### src/rtl/cam_capture_ctrl.sv
// cam_capture_ctrl: oversamples an 8-bit parallel camera port in the Wishbone
// clock domain, packs four pixel bytes per 32-bit word and pushes the words
// into the FIFO, with frame/overflow status for the register file.
module cam_capture_ctrl #(
  parameter logic [7:0]  PAD_BYTE    = 8'h00,
  parameter int unsigned SYNC_STAGES = 2
) (
  input  logic        WBs_CLK_i,
  input  logic        WBs_RST_i,
  input  logic        PCLK_i,
  input  logic        VSYNC_i,
  input  logic        HREF_i,
  input  logic [7:0]  CAM_D_i,
  input  logic        start_i,
  input  logic        abort_i,
  input  logic        continuous_i,
  input  logic [3:0]  fifo_push_flag_i,
  output logic        fifo_push_o,
  output logic [31:0] fifo_din_o,
  output logic        busy_o,
  output logic        frame_done_o,
  output logic        overflow_o,
  output logic [15:0] frame_cnt_o,
  output logic [15:0] word_cnt_o
);

  typedef enum logic [1:0] {IDLE, ARMED, ACTIVE} state_t;

  state_t state_q, state_d;

  logic [SYNC_STAGES-1:0]      pclk_sr, vsync_sr, href_sr;
  logic [SYNC_STAGES-1:0][7:0] d_sr;
  logic                        pclk_s, vsync_s, href_s;
  logic [7:0]                  d_s;
  logic                        pclk_d, vsync_d, href_d;

  logic        stb_q, hfall_q, vrise_q, vfall_q;
  logic [7:0]  byte_q;

  logic [31:0] pack_q;
  logic [1:0]  idx_q;
  logic [31:0] word_q;
  logic        pend_q;
  logic        frame_done_q;
  logic        overflow_q;
  logic [15:0] frame_cnt_q;
  logic [15:0] word_cnt_q;
  logic [31:0] flush_word;

  assign pclk_s  = pclk_sr[SYNC_STAGES-1];
  assign vsync_s = vsync_sr[SYNC_STAGES-1];
  assign href_s  = href_sr[SYNC_STAGES-1];
  assign d_s     = d_sr[SYNC_STAGES-1];

  // Synchroniser chains for the asynchronous camera pins.
  always_ff @(posedge WBs_CLK_i) begin
    if (WBs_RST_i) begin
      pclk_sr  <= '0;
      vsync_sr <= '0;
      href_sr  <= '0;
      d_sr     <= '0;
    end else begin
      pclk_sr  <= {pclk_sr[SYNC_STAGES-2:0], PCLK_i};
      vsync_sr <= {vsync_sr[SYNC_STAGES-2:0], VSYNC_i};
      href_sr  <= {href_sr[SYNC_STAGES-2:0], HREF_i};
      d_sr     <= {d_sr[SYNC_STAGES-2:0], CAM_D_i};
    end
  end

  // Edge detection; all events are registered together so the byte strobe
  // and the HREF/VSYNC edges keep their relative order.
  always_ff @(posedge WBs_CLK_i) begin
    if (WBs_RST_i) begin
      pclk_d  <= 1'b0;
      vsync_d <= 1'b0;
      href_d  <= 1'b0;
      stb_q   <= 1'b0;
      hfall_q <= 1'b0;
      vrise_q <= 1'b0;
      vfall_q <= 1'b0;
      byte_q  <= '0;
    end else begin
      pclk_d  <= pclk_s;
      vsync_d <= vsync_s;
      href_d  <= href_s;
      stb_q   <= pclk_s & ~pclk_d & href_s & vsync_s;
      hfall_q <= ~href_s & href_d;
      vrise_q <= vsync_s & ~vsync_d;
      vfall_q <= ~vsync_s & vsync_d;
      byte_q  <= d_s;
    end
  end

  // State register.
  always_ff @(posedge WBs_CLK_i) begin
    if (WBs_RST_i) state_q <= IDLE;
    else           state_q <= state_d;
  end

  // Next-state logic; abort overrides everything, including start.
  always_comb begin
    state_d = state_q;
    if (abort_i) begin
      state_d = IDLE;
    end else begin
      unique case (state_q)
        IDLE:    if (start_i) state_d = ARMED;
        ARMED:   if (vrise_q) state_d = ACTIVE;
        ACTIVE:  if (vfall_q) state_d = continuous_i ? ARMED : IDLE;
        default: state_d = IDLE;
      endcase
    end
  end

  // Partial word: keep the lanes already written, pad the rest.
  always_comb begin
    flush_word = '0;
    for (int unsigned i = 0; i < 4; i++) begin
      flush_word[8*i +: 8] = (i < 32'(idx_q)) ? pack_q[8*i +: 8] : PAD_BYTE;
    end
  end

  // Packing, push request, counters and status.
  always_ff @(posedge WBs_CLK_i) begin
    if (WBs_RST_i) begin
      pack_q       <= '0;
      idx_q        <= '0;
      word_q       <= '0;
      pend_q       <= 1'b0;
      frame_done_q <= 1'b0;
      overflow_q   <= 1'b0;
      frame_cnt_q  <= '0;
      word_cnt_q   <= '0;
    end else begin
      frame_done_q <= 1'b0;
      pend_q       <= 1'b0;
      if (pend_q) begin
        if (fifo_push_flag_i == 4'h0)  overflow_q <= 1'b1;
        else if (word_cnt_q != 16'hFFFF) word_cnt_q <= word_cnt_q + 16'd1;
      end
      if (abort_i) begin
        idx_q  <= '0;
        pack_q <= '0;
      end else begin
        unique case (state_q)
          IDLE: begin
            if (start_i) begin
              overflow_q <= 1'b0;
              word_cnt_q <= '0;
              idx_q      <= '0;
            end
          end
          ARMED: begin
            if (vrise_q) begin
              word_cnt_q <= '0;
              idx_q      <= '0;
            end
          end
          ACTIVE: begin
            if (stb_q) begin
              if (idx_q == 2'd3) begin
                word_q <= {byte_q, pack_q[23:0]};
                pend_q <= 1'b1;
                idx_q  <= '0;
              end else begin
                pack_q[{idx_q, 3'b000} +: 8] <= byte_q;
                idx_q <= idx_q + 2'd1;
              end
            end else if ((hfall_q || vfall_q) && idx_q != 2'd0) begin
              word_q <= flush_word;
              pend_q <= 1'b1;
              idx_q  <= '0;
            end
            if (vfall_q) begin
              frame_done_q <= 1'b1;
              frame_cnt_q  <= frame_cnt_q + 16'd1;
            end
          end
          default: ;
        endcase
      end
    end
  end

  // Output drive; the push strobe is gated by FIFO full in the push cycle.
  always_comb begin
    fifo_push_o  = pend_q & (fifo_push_flag_i != 4'h0);
    fifo_din_o   = word_q;
    busy_o       = (state_q != IDLE);
    frame_done_o = frame_done_q;
    overflow_o   = overflow_q;
    frame_cnt_o  = frame_cnt_q;
    word_cnt_o   = word_cnt_q;
  end

endmodule

### config.mk
export PLATFORM = sky130hd
export DESIGN_NAME = cam_capture_ctrl
export DESIGN_NICKNAME = d
export VERILOG_FILES = /design/src/rtl/cam_capture_ctrl.sv
export SDC_FILE = /design/constraint.sdc
export NUM_CORES = 1
export LEC_CHECK = 0
export CORE_MARGIN = 2
export CORE_UTILIZATION = 35
export CTS_BUF_LIST = sky130_fd_sc_hd__clkbuf_8
export DETAILED_ROUTE_END_ITERATION = 10
export RECOVER_POWER = 100
export SLEW_MARGIN = 20
export SYNTH_ARGS = -nofsm -noshare
export SYNTH_HDL_FRONTEND = slang
export SYNTH_SLANG_ARGS = --single-unit
### constraint.sdc
create_clock -name WBs_CLK_i -period 1.8 [get_ports WBs_CLK_i]
set_input_delay 0.36 -clock WBs_CLK_i [delete_from_list [all_inputs] [get_ports WBs_CLK_i]]
set_output_delay 0.36 -clock WBs_CLK_i [all_outputs]
set_load 0.02 [all_outputs]
==> results of run 1 <==
==> state kept, by name, summed over array words and instances, names as in the netlist, 2 cells and up <==
register / count
fifo_din_o: 32
pack_q: 24
frame_cnt_o: 16
word_cnt_o: 16
byte_q: 8
d_s: 8
d_sr: 8
href_sr: 2
idx_q: 2
pclk_sr: 2
state_q: 2
vsync_sr: 2
==> layout by cell type (no fill, tap or decap), types with 17 or more instances in the layout <==
master                              n
sky130_fd_sc_hd__dfxtp_1          127
sky130_fd_sc_hd__a21oi_1           44
sky130_fd_sc_hd__nand3_1           41
sky130_fd_sc_hd__dlygate4sd2_1     39
sky130_fd_sc_hd__nor2b_1           35
sky130_fd_sc_hd__nand2_1           35
sky130_fd_sc_hd__buf_4             35
sky130_fd_sc_hd__a22o_1            30
sky130_fd_sc_hd__nor2_1            26
sky130_fd_sc_hd__clkbuf_1          24
sky130_fd_sc_hd__clkdlybuf4s50_1   22
sky130_fd_sc_hd__clkbuf_8          17
==> layer usage <==
| metal | global-route usage (%) | vias to the layer above |
|---|---|---|
| li1 | - | 2088 |
| met1 | 19.5 | 1945 |
| met2 | 25.2 | 74 |
| met3 | 3.99 | 12 |
| met4 | 6.41 | 0 |
| met5 | 0 | - |
==> power breakdown <==
part           internal, mW  leakage (nW)  switching (mW)
sequential             2.95          1.07          0.0157
clock                  1.66         0.223            1.19
combinational        0.0890          1.38          0.0932
total                  4.70          2.67            1.29
==> kinds of logic (layout without fill, tap and decap cells) <==
family / after synthesis / in the layout / share of synthesized area (%)
simple gates: 212 / 213 / 25.5
flops: 132 / 132 / 52.2
compound gates: 108 / 108 / 14.8
buf+inv: 33 / 173 / 3.04
xor+xnor: 9 / 9 / 1.56
fa+ha+maj: 8 / 8 / 1.98
mux: 4 / 4 / 0.963
==> per-stage QoR <==
step	total power, mW	instance area (um^2)	cells	hold WS, ns	util (%)
floorplan	3.12	5070	506	0.373	-
global placement	3.20	6360	789	0.378	45.5
detailed placement	3.21	6360	789	0.384	45.5
CTS	6.06	6840	825	0.395	48.9
global route	6.21	6760	827	0.416	48.3
finish	5.99	6760	827	0.395	48.3
==> critical path: stages <==
cell                              delay, ns
sky130_fd_sc_hd__clkdlybuf4s50_1       0.46
sky130_fd_sc_hd__nand4bb_1             0.26
sky130_fd_sc_hd__buf_6                 0.17
sky130_fd_sc_hd__buf_4                 0.15
sky130_fd_sc_hd__or2_1                 0.23
sky130_fd_sc_hd__or3_1                 0.36
sky130_fd_sc_hd__a21oi_2               0.13
==> timing repair <==
| action | 4_1_cts | 5_1_grt |
|---|---|---|
| buffers inserted | 3 | 2 |
| cloned | 1 | 0 |
| pin swaps | 3 | 3 |
| setup endpoints to repair | 68 | 78 |
| resized for setup | 50 | 40 |
==> worst min path at each step <==
stage | start | endpoint | cells after the start
6_report | pclk_d | stb_q | 1
5_1_grt | pclk_d | stb_q | 1
4_1_cts | pclk_d | stb_q | 1
3_5_place_dp | pclk_d | stb_q | 1
3_3_place_gp | pclk_d | stb_q | 1
2_1_floorplan | pclk_d | stb_q | 1
==> final cells by class <==
| class | count | area share [%] |
|---|---|---|
| Clock buffer | 17 | 3.46 |
| Multi-Input combinational cell | 342 | 34.4 |
| Tap cell | 180 | 3.33 |
| Timing Repair Buffer | 132 | 15.8 |
| Clock inverter | 15 | 3.35 |
| Sequential cell | 132 | 39.2 |
| Inverter | 9 | 0.500 |
==> impl_metrics.xml, run 1 <==
<?xml version="1.0" encoding="UTF-8"?>
<metrics>
  <group name="critical_path">
    <metric name="cp.required" unit="ns">2.16</metric>
    <metric name="critical_path.reg2reg.startpoint" unit="">vfall_q</metric>
    <metric name="timing.critical_path.to" unit="">frame_cnt_o[9]</metric>
    <metric name="critical_path_arrival" unit="ns">2.13</metric>
    <metric name="critPathLaunchType" unit="">primary input</metric>
    <metric name="r2r-end" unit="">frame_cnt_o[9]</metric>
    <metric name="crit_path_class" unit="">primary input to flip-flop</metric>
    <metric name="cp-startpoint" unit="">abort_i</metric>
    <metric name="r2r.worst_path.cells" unit="">7</metric>
    <metric name="critical_path_peak_fanout" unit="">7</metric>
    <metric name="regToRegSetupSlack" unit="ns">0.07</metric>
    <metric name="setup.worst_path.end_class" unit="">flip-flop</metric>
  </group>
  <group name="sta">
    <metric name="post-route-min-period" unit="ns">1.76</metric>
    <metric name="relative_slew_slack" unit="%">38.8</metric>
    <metric name="slew_at_the_pin_closest_to_its_max_slew_limit" unit="ns">0.919</metric>
    <metric name="final_cycle_share" unit="%">98.0</metric>
    <metric name="max_freq" unit="MHz">567</metric>
    <metric name="worst_slack" unit="ns">0.0358</metric>
    <metric name="fin_worst_skew" unit="ns">0.00858</metric>
    <metric name="hold_violations" unit="">0</metric>
    <metric name="report.final.slew_viol_count" unit="">0</metric>
    <metric name="setup_violations" unit="">0</metric>
    <metric name="setup_tns" unit="ns">0</metric>
  </group>
  <group name="floorplanning">
    <metric name="io-pin-count" unit="">88</metric>
    <metric name="coreArea" unit="mm^2">0.0140</metric>
    <metric name="die_width" unit="um">124</metric>
    <metric name="die-height" unit="um">124</metric>
    <metric name="placementRows" unit="">43</metric>
    <metric name="die-area" unit="mm^2">0.0155</metric>
    <metric name="floorplan.initialDensity" unit="%">36.2</metric>
  </group>
  <group name="detailed_routing">
    <metric name="ant_nets" unit="">0</metric>
    <metric name="detailroute.via_count" unit="">4119</metric>
    <metric name="routed_length_per_placed_instance" unit="um">14.2</metric>
    <metric name="detailedRoute.firstPassIterationCount" unit="">4</metric>
    <metric name="post-route-drc-count" unit="">0</metric>
    <metric name="drtIter0Drc" unit="">196</metric>
    <metric name="amount_of_wire_on_met2_after_detailed_routing" unit="um">5710</metric>
    <metric name="vias_per_std_cell" unit="">4.98</metric>
    <metric name="top_layer_used" unit="">met4</metric>
    <metric name="route.met3.wl" unit="um">415</metric>
    <metric name="wl_met1" unit="um">5450</metric>
    <metric name="totalWireLength" unit="um">11700</metric>
  </group>
  <group name="yosys">
    <metric name="yosys_warnings" unit="">0</metric>
    <metric name="synth_nets" unit="">534</metric>
    <metric name="synth.lib_cells_used.distinct" unit="">59</metric>
    <metric name="edff_count_synth" unit="">0</metric>
    <metric name="synth_cells" unit="">506</metric>
    <metric name="synth_most_common_cell" unit="">sky130_fd_sc_hd__dfxtp_1</metric>
    <metric name="synth-seq-area-share" unit="%">52.2</metric>
    <metric name="ys_async_sr_fraction" unit="%">0</metric>
    <metric name="synth.top_cells.by_count" unit="">sky130_fd_sc_hd__dfxtp_1 (132), sky130_fd_sc_hd__a21oi_1 (45), sky130_fd_sc_hd__nand3_1 (41)</metric>
    <metric name="synth_flop_cell" unit="">sky130_fd_sc_hd__dfxtp_1</metric>
    <metric name="synth_seq_cells" unit="">132</metric>
    <metric name="netlist.top_cell.by_area" unit="">sky130_fd_sc_hd__dfxtp_1</metric>
    <metric name="synth_area_leaders" unit="">sky130_fd_sc_hd__dfxtp_1 (52%), sky130_fd_sc_hd__a22o_1 (5.2%), sky130_fd_sc_hd__a21oi_1 (4.4%), sky130_fd_sc_hd__nor2b_1 (4.4%), sky130_fd_sc_hd__nand3_1 (4.1%)</metric>
    <metric name="synth.top_cell.area_share" unit="%">52.2</metric>
    <metric name="synth_area_per_cell" unit="um^2">10.0</metric>
    <metric name="synthesis.area" unit="mm^2">0.00507</metric>
  </group>
  <group name="layout">
    <metric name="multi_input_combinational_cell_area" unit="mm^2">0.00232</metric>
    <metric name="fill_cells" unit="">1340</metric>
    <metric name="nNetsFinal" unit="">662</metric>
    <metric name="antenna_cells_inserted" unit="">0</metric>
    <metric name="seq_area" unit="mm^2">0.00265</metric>
    <metric name="areaGrowthSynthToFinish" unit="%">33.4</metric>
    <metric name="final_layout_size_suffix_gt1_share" unit="%">17.5</metric>
  </group>
  <group name="cts">
    <metric name="cts.sinks" unit="">132</metric>
    <metric name="clock_tree.root_cell" unit="">sky130_fd_sc_hd__clkbuf_8</metric>
    <metric name="ctsHtreeMaxLevel" unit="">4</metric>
    <metric name="clk_path_buf_depth" unit="">2</metric>
    <metric name="clock_latency" unit="ns">0.43</metric>
    <metric name="cts_hold_repair.buffers" unit="">0</metric>
    <metric name="clk_transition_reported_paths" unit="ns">0.07</metric>
    <metric name="cts_tree" unit="">built</metric>
    <metric name="cts-buffers-inserted" unit="">17</metric>
  </group>
  <group name="global_routing">
    <metric name="global_route.usage.total" unit="%">15.5</metric>
    <metric name="globalRoute.totalOverflow" unit="">0</metric>
    <metric name="grt_antenna_before_repair" unit="">0</metric>
    <metric name="grt_max_degree" unit="">35</metric>
    <metric name="vias_in_the_first_global_route" unit="">3967</metric>
    <metric name="grt_pass1_wl" unit="um">19400</metric>
  </group>
  <group name="status">
    <metric name="result_of_the_run" unit="">complete, no violations</metric>
  </group>
  <group name="hold_path">
    <metric name="holdCritPathClass" unit="">flip-flop to flip-flop</metric>
  </group>
  <group name="place">
    <metric name="hpwlAfterDp" unit="um">8170</metric>
    <metric name="port_buffers" unit="">87</metric>
    <metric name="dp_worst_setup_slack" unit="ns">-0.633</metric>
    <metric name="place.gp.congestion" unit="">0.851</metric>
  </group>
  <group name="power">
    <metric name="p_leak" unit="nW">2.67</metric>
    <metric name="vdd.ir_drop.worst" unit="uV">528</metric>
    <metric name="pwr_density_cell" unit="mW/mm^2">887</metric>
  </group>
  <group name="flow_run">
    <metric name="max-cap-violations" unit="">0</metric>
  </group>
</metrics>
Note: power is estimated with default switching activity, not from simulation.
==> inputs of run 2 (changes only) <==
Settings changed: CAP_MARGIN from default to 20, CORE_UTILIZATION 35 to 49, PLACE_DENSITY from default to 0.78.
==> impl_metrics.xml, run 2 (same netlist as run 1, synthesis figures left out) <==
<?xml version="1.0" encoding="UTF-8"?>
<metrics>
  <group name="status">
    <metric name="result_of_the_run" unit="">complete, no violations</metric>
  </group>
  <group name="sta">
    <metric name="post-route-min-period" unit="ns">1.77</metric>
    <metric name="max_freq" unit="MHz">564</metric>
    <metric name="worst_slack" unit="ns">0.0276</metric>
    <metric name="fin_worst_skew" unit="ns">0.0131</metric>
    <metric name="relative_slew_slack" unit="%">31.6</metric>
    <metric name="hold_violations" unit="">0</metric>
    <metric name="setup_violations" unit="">0</metric>
    <metric name="report.final.slew_viol_count" unit="">0</metric>
    <metric name="slew_at_the_pin_closest_to_its_max_slew_limit" unit="ns">1.03</metric>
    <metric name="setup_tns" unit="ns">0</metric>
    <metric name="final_cycle_share" unit="%">98.5</metric>
  </group>
  <group name="place">
    <metric name="port_buffers" unit="">87</metric>
    <metric name="post-place-cells" unit="">740</metric>
    <metric name="hpwlAfterDp" unit="um">7750</metric>
    <metric name="dp_worst_setup_slack" unit="ns">-0.591</metric>
    <metric name="place.gp.congestion" unit="">0.772</metric>
  </group>
  <group name="power">
    <metric name="vdd.ir_drop.worst" unit="uV">632</metric>
    <metric name="p_leak" unit="nW">2.68</metric>
    <metric name="pwr_density_cell" unit="mW/mm^2">824</metric>
  </group>
  <group name="critical_path">
    <metric name="critical_path.reg2reg.startpoint" unit="">idx_q[0]</metric>
    <metric name="largest_delay_contributor_family_on_the_critical_path" unit="">buffers and inverters</metric>
    <metric name="cpPeakStageDelay" unit="ns">0.62</metric>
    <metric name="crit_path_class" unit="">flip-flop to primary output</metric>
    <metric name="r2r.worst_path.cells" unit="">6</metric>
    <metric name="cp.required" unit="ns">1.44</metric>
    <metric name="regToRegSetupSlack" unit="ns">0.08</metric>
    <metric name="timing.critical_path.slowest_stage_cell" unit="">sky130_fd_sc_hd__clkdlybuf4s50_1</metric>
    <metric name="cell_by_cell_trace_of_the_critical_path" unit="">clkdlybuf4s50_1</metric>
    <metric name="critical_path_peak_fanout" unit="">2</metric>
    <metric name="critPathLaunchType" unit="">flip-flop</metric>
    <metric name="r2r-end" unit="">pack_q[5]</metric>
    <metric name="setup.worst_path.end_class" unit="">primary output</metric>
    <metric name="critical_path_arrival" unit="ns">1.41</metric>
    <metric name="critical_path_buf_inv_count" unit="">1</metric>
  </group>
  <group name="detailed_routing">
    <metric name="post-route-drc-count" unit="">0</metric>
    <metric name="totalWireLength" unit="um">11800</metric>
    <metric name="drtIter0Drc" unit="">162</metric>
    <metric name="detailroute.via_count" unit="">4252</metric>
    <metric name="vias_per_std_cell" unit="">5.44</metric>
    <metric name="routed_length_per_placed_instance" unit="um">15.1</metric>
    <metric name="ant_nets" unit="">0</metric>
    <metric name="detailedRoute.firstPassIterationCount" unit="">4</metric>
  </group>
  <group name="cts">
    <metric name="cts.sinks" unit="">132</metric>
    <metric name="clk_transition_reported_paths" unit="ns">0.08</metric>
    <metric name="clock_tree.root_cell" unit="">sky130_fd_sc_hd__clkbuf_8</metric>
    <metric name="clk_path_buf_depth" unit="">2</metric>
    <metric name="cts_tree" unit="">built</metric>
    <metric name="cts_hold_repair.buffers" unit="">0</metric>
    <metric name="ctsHtreeMaxLevel" unit="">4</metric>
    <metric name="clock_latency" unit="ns">0.42</metric>
    <metric name="cts-buffers-inserted" unit="">17</metric>
  </group>
  <group name="layout">
    <metric name="seq_area" unit="mm^2">0.00265</metric>
    <metric name="fill_cells" unit="">843</metric>
    <metric name="antenna_cells_inserted" unit="">0</metric>
    <metric name="postLayoutCoreUtil" unit="%">66.4</metric>
    <metric name="largest_register_ffs" unit="">32</metric>
    <metric name="nNetsFinal" unit="">660</metric>
    <metric name="final_layout_size_suffix_gt1_share" unit="%">16.6</metric>
    <metric name="areaGrowthSynthToFinish" unit="%">33.4</metric>
    <metric name="instances_no_fill" unit="">781</metric>
    <metric name="layout.cells.most_common_list" unit="">sky130_fd_sc_hd__dfxtp_1 (130), sky130_fd_sc_hd__clkdlybuf4s50_1 (45), sky130_fd_sc_hd__a21oi_1 (44), sky130_fd_sc_hd__nand3_1 (41)</metric>
    <metric name="final_common_cell" unit="">sky130_fd_sc_hd__dfxtp_1</metric>
    <metric name="multi_input_combinational_cell_area" unit="mm^2">0.00235</metric>
  </group>
  <group name="global_routing">
    <metric name="global_route.usage.total" unit="%">21.0</metric>
    <metric name="vias_in_the_first_global_route" unit="">3993</metric>
    <metric name="grt_antenna_before_repair" unit="">0</metric>
    <metric name="grt_pass1_wl" unit="um">18900</metric>
    <metric name="grt_max_degree" unit="">59</metric>
    <metric name="globalRoute.totalOverflow" unit="">0</metric>
  </group>
  <group name="floorplanning">
    <metric name="coreArea" unit="mm^2">0.0102</metric>
    <metric name="floorplan.initialDensity" unit="%">49.7</metric>
    <metric name="die-area" unit="mm^2">0.0112</metric>
    <metric name="die_width" unit="um">106</metric>
    <metric name="die-height" unit="um">106</metric>
    <metric name="placementRows" unit="">37</metric>
    <metric name="io-pin-count" unit="">88</metric>
  </group>
  <group name="hold_path">
    <metric name="hold_path_end" unit="">stb_q</metric>
    <metric name="min-delay-start" unit="">pclk_d</metric>
    <metric name="holdCritPathClass" unit="">flip-flop to flip-flop</metric>
    <metric name="timing.hold.worst_path_depth" unit="">1</metric>
  </group>
  <group name="flow_run">
    <metric name="max-cap-violations" unit="">0</metric>
  </group>
</metrics>
==> run 2: cell types whose count changed in the layout (fill, tap and decap cells not counted), sizes merged, moves of 3 or more <==
| cell | before | now |
|---|---|---|
| bufinv | 5 | 2 |
| clkbuf | 43 | 24 |
| clkdlybuf4s50 | 22 | 45 |
| dlygate4sd2 | 39 | 32 |
| inv | 12 | 17 |
==> run 2: per-layer routing <==
metal  wire length [um]  GRT usage (%)  vias up
met3                601           4.21       29
met2               5910           34.9      134
met1               5000           26.6     2011
met4                312           8.65        0
li1                   -              -     2078
met5                  0              0        -
==> run 2: worst max path at each step <==
stage,to,slack (ns),from,depth (start not counted)
global route,pack_q[8],-0.02,idx_q[0],7
CTS,frame_cnt_o[15],0.001,abort_i,6
floorplan,fifo_din_o[0],0.02,idx_q[0],7
global placement,fifo_din_o[10],-0.51,abort_i,5
finish,fifo_din_o[25],0.03,fifo_din_o[25],1
detailed placement,fifo_din_o[12],-0.59,abort_i,5
==> run 2: cell type report <==
cell class,count,share of cell area (%)
Clock buffer,17,3.46
Clock inverter,15,2.30
Inverter,9,0.500
Multi-Input combinational cell,342,34.8
Sequential cell,132,39.1
Tap cell,136,2.52
Timing Repair Buffer,130,17.3
==> run 2: stage by stage <==
stage | hold WS [ns] | area, um^2 | total power [mW]
finish | 0.408 | 6760 | 5.57
global route | 0.429 | 6760 | 5.77
CTS | 0.413 | 6700 | 5.60
detailed placement | 0.400 | 6270 | 3.20
global placement | 0.378 | 6270 | 3.20
floorplan | 0.373 | 5070 | 3.12
==> run 2: where the power goes <==
part / internal (mW) / switching [mW]
clock network: 1.24 / 1.17
logic: 0.0885 / 0.0957
registers: 2.95 / 0.0160
total: 4.28 / 1.28
==> run 2: what timing repair did <==
action                                  in CTS  in global routing
endpoints found under the setup margin      63                 69
setup buffers                                4                  4
resized for setup                           43                 26
cloned                                       1                  0
pin swaps                                    3                  3
